==> src/rtl/adc_sample_sequencer.sv <==
// SAR ADC pacing and averaging: issues timed start pulses, captures results on a
// synchronised end-of-conversion edge, averages 2^AVG_LOG2 of them and hands each average off on valid/ready.
module adc_sample_sequencer #(
  parameter int CLK_HZ         = 50_000_000,
  parameter int SAMPLE_HZ      = 20,
  parameter int AVG_LOG2       = 2,
  parameter int START_CYCLES   = 4,
  parameter int TIMEOUT_CYCLES = 5_000_000
) (
  input  logic       clock,
  input  logic       reset_n,
  input  logic       enable,
  output logic       adc_start,
  input  logic       adc_eoc,
  input  logic [7:0] adc_value,
  output logic [7:0] sample_data,
  output logic       sample_valid,
  input  logic       sample_ready,
  output logic       timeout_err,
  output logic       overrun,
  input  logic       clear_err
);

  localparam int TICK_PERIOD = CLK_HZ / SAMPLE_HZ;
  localparam int TICK_W      = (TICK_PERIOD > 1) ? $clog2(TICK_PERIOD) : 1;
  localparam int START_W     = (START_CYCLES > 1) ? $clog2(START_CYCLES) : 1;
  localparam int TMO_W       = $clog2(TIMEOUT_CYCLES + 1);
  localparam int ACC_W       = 8 + AVG_LOG2;
  localparam int CNT_W       = AVG_LOG2 + 1;

  localparam logic [TICK_W-1:0]  TICK_LAST  = TICK_W'(TICK_PERIOD - 1);
  localparam logic [START_W-1:0] START_LAST = START_W'(START_CYCLES - 1);
  localparam logic [TMO_W-1:0]   TMO_LAST   = TMO_W'(TIMEOUT_CYCLES - 1);
  localparam logic [CNT_W-1:0]   AVG_N      = CNT_W'(2 ** AVG_LOG2);

  typedef enum logic [1:0] {S_IDLE, S_START, S_WAIT_EOC, S_ACCUM} state_t;

  state_t             state_q, state_d;
  logic [TICK_W-1:0]  tick_cnt_q, tick_cnt_d;
  logic [START_W-1:0] start_cnt_q, start_cnt_d;
  logic [TMO_W-1:0]   tmo_cnt_q, tmo_cnt_d;
  logic [ACC_W-1:0]   acc_q, acc_d;
  logic [CNT_W-1:0]   count_q, count_d;
  logic               eoc_sync1_q, eoc_sync1_d;
  logic               eoc_sync2_q, eoc_sync2_d;
  logic               eoc_prev_q, eoc_prev_d;
  logic               eoc_edge_q, eoc_edge_d;
  logic [7:0]         eoc_value_q, eoc_value_d;
  logic [7:0]         data_q, data_d;
  logic               valid_q, valid_d;
  logic               timeout_q, timeout_d;
  logic               overrun_q, overrun_d;

  logic tick;
  logic load;
  logic xfer;
  logic timeout_set;

  always_comb begin
    state_d     = state_q;
    start_cnt_d = start_cnt_q;
    tmo_cnt_d   = tmo_cnt_q;
    acc_d       = acc_q;
    count_d     = count_q;
    load        = 1'b0;
    timeout_set = 1'b0;

    tick       = (tick_cnt_q == TICK_LAST);
    tick_cnt_d = tick ? '0 : tick_cnt_q + TICK_W'(1);

    // Edge is flagged one cycle after the second sync stage sees it; the value is
    // sampled on that same edge, well after adc_value has settled.
    eoc_sync1_d = adc_eoc;
    eoc_sync2_d = eoc_sync1_q;
    eoc_prev_d  = eoc_sync2_q;
    eoc_edge_d  = eoc_sync2_q & ~eoc_prev_q;
    eoc_value_d = eoc_edge_d ? adc_value : eoc_value_q;

    case (state_q)
      S_IDLE: begin
        if (!enable) begin
          acc_d   = '0;
          count_d = '0;
        end else if (tick) begin
          state_d     = S_START;
          start_cnt_d = '0;
        end
      end
      S_START: begin
        start_cnt_d = start_cnt_q + START_W'(1);
        if (start_cnt_q == START_LAST) begin
          state_d   = S_WAIT_EOC;
          tmo_cnt_d = '0;
        end
      end
      S_WAIT_EOC: begin
        tmo_cnt_d = tmo_cnt_q + TMO_W'(1);
        // A result arriving on the final timeout cycle still counts.
        if (eoc_edge_q) begin
          acc_d   = acc_q + ACC_W'(eoc_value_q);
          count_d = count_q + CNT_W'(1);
          state_d = S_ACCUM;
        end else if (tmo_cnt_q == TMO_LAST) begin
          timeout_set = 1'b1;
          acc_d       = '0;
          count_d     = '0;
          state_d     = S_IDLE;
        end
      end
      S_ACCUM: begin
        state_d = S_IDLE;
        if (count_q == AVG_N) begin
          load    = 1'b1;
          acc_d   = '0;
          count_d = '0;
        end
      end
      default: state_d = S_IDLE;
    endcase

    xfer      = valid_q & sample_ready;
    data_d    = load ? acc_q[ACC_W-1:AVG_LOG2] : data_q;
    valid_d   = load | (valid_q & ~xfer);
    overrun_d = (overrun_q & ~clear_err) | (load & valid_q & ~xfer);
    timeout_d = (timeout_q & ~clear_err) | timeout_set;
  end

  always_ff @(posedge clock or negedge reset_n) begin
    if (!reset_n) begin
      state_q     <= S_IDLE;
      tick_cnt_q  <= '0;
      start_cnt_q <= '0;
      tmo_cnt_q   <= '0;
      acc_q       <= '0;
      count_q     <= '0;
      eoc_sync1_q <= 1'b0;
      eoc_sync2_q <= 1'b0;
      eoc_prev_q  <= 1'b0;
      eoc_edge_q  <= 1'b0;
      eoc_value_q <= '0;
      data_q      <= '0;
      valid_q     <= 1'b0;
      timeout_q   <= 1'b0;
      overrun_q   <= 1'b0;
    end else begin
      state_q     <= state_d;
      tick_cnt_q  <= tick_cnt_d;
      start_cnt_q <= start_cnt_d;
      tmo_cnt_q   <= tmo_cnt_d;
      acc_q       <= acc_d;
      count_q     <= count_d;
      eoc_sync1_q <= eoc_sync1_d;
      eoc_sync2_q <= eoc_sync2_d;
      eoc_prev_q  <= eoc_prev_d;
      eoc_edge_q  <= eoc_edge_d;
      eoc_value_q <= eoc_value_d;
      data_q      <= data_d;
      valid_q     <= valid_d;
      timeout_q   <= timeout_d;
      overrun_q   <= overrun_d;
    end
  end

  assign adc_start    = (state_q == S_START);
  assign sample_data  = data_q;
  assign sample_valid = valid_q;
  assign timeout_err  = timeout_q;
  assign overrun      = overrun_q;

endmodule

==> config.mk <==
export PLATFORM = sky130hd
export DESIGN_NAME = adc_sample_sequencer
export DESIGN_NICKNAME = d
export VERILOG_FILES = /design/src/rtl/adc_sample_sequencer.sv
export SDC_FILE = /design/constraint.sdc
export NUM_CORES = 1
export LEC_CHECK = 0
export BUFFER_PORTS_ARGS = -buffer_cell sky130_fd_sc_hd__buf_2
export CAP_MARGIN = 20
export CORE_ASPECT_RATIO = 1.1
export CORE_MARGIN = 1
export CORE_UTILIZATION = 46
export DETAILED_ROUTE_END_ITERATION = 7
export RECOVER_POWER = 50
export SLEW_MARGIN = 15
export SYNTH_ARGS = -nofsm -noshare
export SYNTH_HDL_FRONTEND = slang
export SYNTH_SLANG_ARGS = --single-unit
export TNS_END_PERCENT = 100
==> constraint.sdc <==
create_clock -name clock -period 2.75 [get_ports clock]
set_input_delay 0.1375 -clock clock [delete_from_list [all_inputs] [get_ports clock]]
set_output_delay 0.1375 -clock clock [all_outputs]
set_load 0.005 [all_outputs]
==> impl_metrics.py, run 1 <==
metrics = {
    "logic_synthesis": {
        "syn_nets": 436,
        "synth_flop_cell": "dfrtp_1",
        "yosys.area.top_type": "dfrtp_1",
        "syn_avg_cell_area_um2": 10.2,
        "ys_warn_count": 0,
        "synth_top_family_by_area": "simple AND/OR/NAND/NOR gates",
        "yosysUniqueCellTypes": 51,
        "yosys.area_share.simple_pct": 19.1,
        "synthCells": 408,
        "synth_top_area_share_pct": 51.3,
        "syn_area_um2": 4150,
        "synth-async-reset-ratio_pct": 100,
        "yosysMostFrequentCell": "dfrtp_1",
        "synth_compound_area_share_pct": 12.5,
        "synth-seq-area-share_pct": 51.3,
        "synth-seq-cells": 85,
        "synth_area_leaders": "dfrtp_1, ha_1, nand2_1",
        "synth_edf_count": 0,
        "synth_mux_area_share_pct": 3.77,
        "synth-xor-area-share_pct": 5.91,
        "synthAdderAreaFrac_pct": 4.40,
        "synth_common_cells": "dfrtp_1, nand2_1, nor2_1, o21ai_0",
    },
    "setup_path": {
        "r2r_cells": 5,
        "crit_fanout": 9,
        "r2r_slack_ns": 0.69,
        "critPathCaptureType": "flip-flop",
        "setup.worst_path.end": "acc_q[3]",
        "cp.required_ns": 3.00,
        "startpoint": "tmo_cnt_q[12]",
        "arrival_ns": 2.30,
        "critPathKind": "reg2reg",
        "startpoint_type": "flip-flop",
        "timing.rr.end": "acc_q[3]",
        "r2r_start": "tmo_cnt_q[12]",
    },
    "floorplan": {
        "die_y_um": 102,
        "die_w_um": 92.6,
        "coreArea_um2": 8580,
        "ioPinCount": 26,
        "num_rows": 35,
        "start_util_pct": 48.4,
        "dieArea_um2": 9410,
    },
    "routing": {
        "via_count": 3053,
        "ant_nets": 0,
        "routed_wl_um": 7890,
        "first_pass_iters": 4,
        "drc": 0,
        "drt_iter0_drc": 148,
        "via_per_inst": 5.45,
        "wl_per_cell_um": 14.1,
    },
    "run": {
        "drv_cap": 0,
    },
    "pwr": {
        "max-vdd-ir-drop_uv": 265,
        "p_total_w": 0.00238,
        "p_leak_nw": 2.16,
        "powerDensity_nw_per_um2": 511,
    },
    "timing": {
        "drv_slew": 0,
        "fmax_mhz": 486,
        "finClkSkew_ns": 0.00929,
        "rsz0062_at_grt": "no",
        "finalHoldViolCount": 0,
        "maxSlewHeadroom_pct": 45.5,
        "setup_viol": 0,
        "post-route-period-util_pct": 74.8,
        "tightest_slew_ns": 0.815,
        "period_needed_ns": 2.06,
        "finalSetupTns_ns": 0,
    },
    "clocking": {
        "cts_sinks": 85,
        "worstSkewPairLatency_ns": 0.35,
        "clk_path_buf_depth": 2,
        "clkTransAtPathRegs_ns": 0.09,
        "clockRootBuffer": "clkbuf_8",
        "cts_max_level": 3,
        "post_cts_buffers": 0,
        "cts_made_buffers": 9,
        "cts_resized": 0,
        "postCtsHoldBufs": 8,
        "tritoncts": "yes",
    },
    "global_routing": {
        "grt_pass1_vias": 2993,
        "gr-total-overflow": 0,
        "grt_max_degree": 86,
        "grtUsageTotal_pct": 18.9,
        "antenna_found_initial": 0,
        "grt_pass1_wl_um": 14100,
    },
    "place": {
        "gp_congestion": 0.799,
        "port_buffers": 25,
        "hpwlAfterDp_um": 5410,
        "post_dp_cell_area_um2": 4380,
    },
    "status": {
        "status": "finished clean",
    },
    "layout": {
        "fin_nets": 472,
        "drive_above_1_share_pct": 13.1,
        "multiInputGateArea_um2": 1900,
        "ff_latch_area_um2": 2130,
        "diodes": 0,
        "fin_area_um2": 4650,
        "area_growth_pct": 12.1,
        "fillers": 776,
    },
    "worst_hold_path": {
        "hp-class": "in2reg",
        "hold_depth": 2,
    },
}
## routing by layer
metal	track usage (%)	wire length, um
met4	7.57	65
met2	31.5	3720
met5	0	0
met3	2.70	172
met1	24.9	3930
## per-stage QoR
stage	util, %	hold WS (ns)	setup slack, ns	std cells
floorplan	-	-0.158	0.844	408
global placement	51.1	0.247	0.715	535
detailed placement	51.1	0.248	0.694	535
CTS	54.1	0.00488	0.687	559
global route	54.2	0.0239	0.568	560
finish	54.2	0.0219	0.693	560
## layout make-up
type	instances	share of cell area [%]
well taps	111	2.98
inverters	15	1.21
repair buffers	39	5.48
clock buffers	9	2.66
multi-input cells	294	40.8
flip-flops and latches	85	45.7
clock inverters	7	1.21
## worst max-delay path: stages, from the launching register on
cell	delay [ns]
dfrtp_1	0.43
nor4b_1	0.31
nand3_1	0.16
o31a_2	0.41
or2_1	0.38
a22o_1	0.28
## worst min path at each step
stage / from / to
after floorplan: reset_n / acc_q[0]
after global placement: adc_eoc / eoc_sync1_q
after detailed placement: adc_eoc / eoc_sync1_q
after CTS: adc_value[5] / eoc_value_q[5]
after global routing: adc_value[5] / eoc_value_q[5]
final: adc_value[5] / eoc_value_q[5]
## power by group
group          total, W  leakage (nW)  switching (W)  internal, W
Sequential      0.00136          1.14      0.0000498      0.00131
Combinational  0.000203         0.934       0.000106    0.0000976
Clock          0.000815        0.0910       0.000474     0.000341
Total           0.00238          2.16       0.000630      0.00175
## layout by cell type (no fill, tap or decap), types with 2 or more instances in the layout
master          n
clkbuf_8        9
xnor2_1        11
nand4_1        17
nor2_1         38
dfrtp_1        85
a22o_1          8
inv_6           4
and4_1          3
clkbuf_1        3
nand3b_1        2
nor3_1          8
xor2_1         17
mux2_2         13
buf_2          21
buf_4           5
and3_1          5
o21ai_0        29
or3_1           3
inv_1          15
a211oi_1        2
nand3_1        16
dlygate4sd3_1   9
a32o_1          3
o2bb2ai_1       2
nand2_1        40
or4_1           2
a31oi_1         6
nor2b_1         5
a21oi_1        15
ha_1           13
a21o_1          5
o22ai_1         2
nand2b_1        6
nor4_1          3
## logic make-up after synthesis
family | after synthesis
multiplexers | 14
AND/OR/NAND/NOR | 157
flip-flops | 85
buffers and inverters | 29
adder cells (fa/ha/maj) | 14
AO/OA/AOI/OAI | 81
XOR/XNOR | 28
## registers in the layout (all words and copies together) (netlist names), 2 cells and up
register	cells
eoc_value_q	8
count_q	3
tmo_cnt_q	23
sample_data	8
acc_q	10
tick_cnt_q	22
start_cnt_q	2
state_q	2
No activity file was read; power rests on OpenSTA's default activity.
==> run 2, diff against run 1 <==
Settings changed: ABC_AREA set to 1, PLACE_DENSITY set to 0.65.
Clock period 2.75 ns to 1.7 ns, I/O delays scaled along.
==> impl_metrics.py, run 2 <==
metrics = {
    "layout": {
        "fillers": 972,
        "drive_above_1_share_pct": 11.9,
        "diodes": 0,
        "largest_reg_flops": 23,
        "multiInputGateArea_um2": 2220,
        "ff_latch_area_um2": 2130,
        "final_common_cell": "nand2_1",
        "final_cell_mix": "nand2_1, inv_1, dfrtp_1",
        "fin_nets": 718,
        "area_growth_pct": 15.4,
        "fin_area_um2": 5410,
        "top_register": "tmo_cnt_q",
        "final_cell_count_no_fill": 815,
        "reg_top3": "tmo_cnt_q (23), tick_cnt_q (22), acc_q (10)",
    },
    "clocking": {
        "clk_path_buf_depth": 2,
        "clockRootBuffer": "clkbuf_8",
        "cts_sinks": 85,
        "worstSkewPairLatency_ns": 0.38,
        "clkTransAtPathRegs_ns": 0.10,
        "cts_made_buffers": 9,
        "tritoncts": "yes",
        "cts_max_level": 3,
    },
    "setup_path": {
        "crit_fanout": 4,
        "startpoint_type": "flip-flop",
        "cp.required_ns": 1.97,
        "arrival_ns": 1.90,
        "max_stage_delay_ns": 0.43,
        "critPathKind": "reg2reg",
        "critPathCaptureType": "flip-flop",
        "critPathTopFamily": "flip-flops",
        "cpMostUsedCell": "nand3_1",
        "cp_cell_sequence": "ha_1 > a21oi_1 > o21ai_2 > buf_4 > nand3_1 > nand3b_1 > nand3_1 > nand2_1",
        "cp.buffers_inverters": 1,
        "cp_slowest_cell": "dfrtp_1",
    },
    "routing": {
        "drc": 0,
        "via_per_inst": 4.96,
        "routed_wl_um": 10400,
        "drt_iter0_drc": 201,
        "first_pass_iters": 7,
        "via_count": 4046,
        "ant_nets": 0,
        "wl_per_cell_um": 12.7,
    },
    "logic_synthesis": {
        "synth_area_leaders": "dfrtp_1, nand2_1, inv_1",
        "synth_flop_cell": "dfrtp_1",
        "synth_top_area_share_pct": 45.3,
        "synth-seq-cells": 85,
        "ys_warn_count": 0,
        "synth_edf_count": 0,
        "syn_area_um2": 4690,
        "syn_nets": 659,
        "syn_avg_cell_area_um2": 7.44,
        "synthCells": 631,
        "yosysMostFrequentCell": "nand2_1",
        "yosysUniqueCellTypes": 31,
        "synth_common_cells": "nand2_1, inv_1, dfrtp_1, nor2_1, nand3_1",
        "synth-seq-area-share_pct": 45.3,
        "yosys.area.top_type": "dfrtp_1",
        "synth-async-reset-ratio_pct": 100,
    },
    "floorplan": {
        "ioPinCount": 26,
        "die_y_um": 108,
        "start_util_pct": 47.4,
        "die_w_um": 98.3,
        "num_rows": 38,
        "dieArea_um2": 10600,
        "coreArea_um2": 9890,
    },
    "timing": {
        "post-route-period-util_pct": 96.1,
        "period_needed_ns": 1.63,
        "drv_slew": 0,
        "maxSlewHeadroom_pct": 40.4,
        "fmax_mhz": 612,
        "finalHoldViolCount": 0,
        "setup_viol": 0,
        "tightest_slew_ns": 0.894,
        "finClkSkew_ns": 0.0135,
        "rsz0062_at_grt": "yes",
    },
    "status": {
        "status": "finished clean",
    },
    "global_routing": {
        "grt_max_degree": 39,
        "grt_pass1_wl_um": 18200,
        "gr-total-overflow": 0,
        "antenna_found_initial": 1,
        "grtUsageTotal_pct": 21.8,
        "grt_pass1_vias": 4060,
    },
    "pwr": {
        "p_leak_nw": 2.79,
        "powerDensity_nw_per_um2": 672,
        "max-vdd-ir-drop_uv": 401,
    },
    "worst_hold_path": {
        "hp-class": "in2reg",
    },
    "place": {
        "post_dp_cell_area_um2": 5060,
        "port_buffers": 25,
        "post-place-cells": 786,
        "gp_congestion": 0.856,
        "hpwlAfterDp_um": 7670,
    },
    "run": {
        "drv_cap": 0,
    },
}
## run 2: cell families (layout without fill, tap and decap cells)
| family | Yosys count | after routing | share of synthesized area, % |
|---|---|---|---|
| DFF | 85 | 85 | 45.3 |
| and+or+nand+nor | 354 | 354 | 32.2 |
| adders and majority gates | 14 | 14 | 3.89 |
| AOI/OAI and AO/OA | 60 | 60 | 6.80 |
| xor gates and xnor gates | 19 | 19 | 3.55 |
| buffers and inverters | 99 | 163 | 8.24 |
## run 2: cell type report
cell class | instances | share of cell area (%)
inverter | 93 | 6.45
clock inverter | 7 | 1.02
clock buffer | 9 | 2.29
timing repair buffer | 54 | 7.07
multi-input combinational | 447 | 41.1
sequential | 85 | 39.3
tap | 120 | 2.77
## run 2: power breakdown
part	switching [W]	leakage, nW	total [W]	internal, W
Combinational	0.000118	1.56	0.000200	0.0000824
Clock	0.000814	0.0870	0.00136	0.000549
Sequential	0.0000249	1.14	0.00207	0.00205
Total	0.000957	2.79	0.00364	0.00268
## run 2: tightest hold or removal path: stages
cell and delay, ns:
buf_2 0.09, o21ai_0 0.08, inv_1 0.07, nand4_1 0.09
nand2_1 0.06
## run 2: worst paths after layout
kind                                  start            end  slack (ns)  cells past startpoint
worst max-delay path               acc_q[3]       acc_q[8]        0.07                      8
worst min-delay path                 enable     state_q[1]        0.14                      5
worst max register to register     acc_q[3]       acc_q[8]        0.07                      8
worst min register to register  eoc_sync1_q     eoc_prev_d        0.37                      0
max in group asynchronous           reset_n       acc_q[5]        0.45                      3
min in group asynchronous           reset_n  tmo_cnt_q[18]        0.36                      2
## run 2: what timing repair did
item                                    in CTS  in global routing
hold buffers                                12                  0
buffers inserted                             0                  1
hold endpoints to repair                    45                  0
endpoints found under the setup margin       1                 16
gates resized for setup                      1                 10
pin swaps                                    0                  1
## run 2: routing by layer
metal	wire, um	vias up	track usage, %
li1	-	2108	-
met1	5080	1866	29.3
met2	4730	50	35.3
met3	371	20	4.16
met4	162	2	7.57
met5	8	-	0
## run 2: per-stage QoR
stage	util, %	hold WS [ns]	power (W)	setup WS [ns]	TNS (ns)
detailed placement	51.2	0.0743	0.00229	-0.0103	-0.0103
CTS	54.2	0.122	0.00367	0.0120	0
global placement	51.2	0.0745	0.00228	0.0168	0
floorplan	-	-0.211	0.00220	0.00481	0
finish	54.7	0.141	0.00364	0.0662	0
global route	54.7	0.171	0.00379	-0.0656	-0.0864
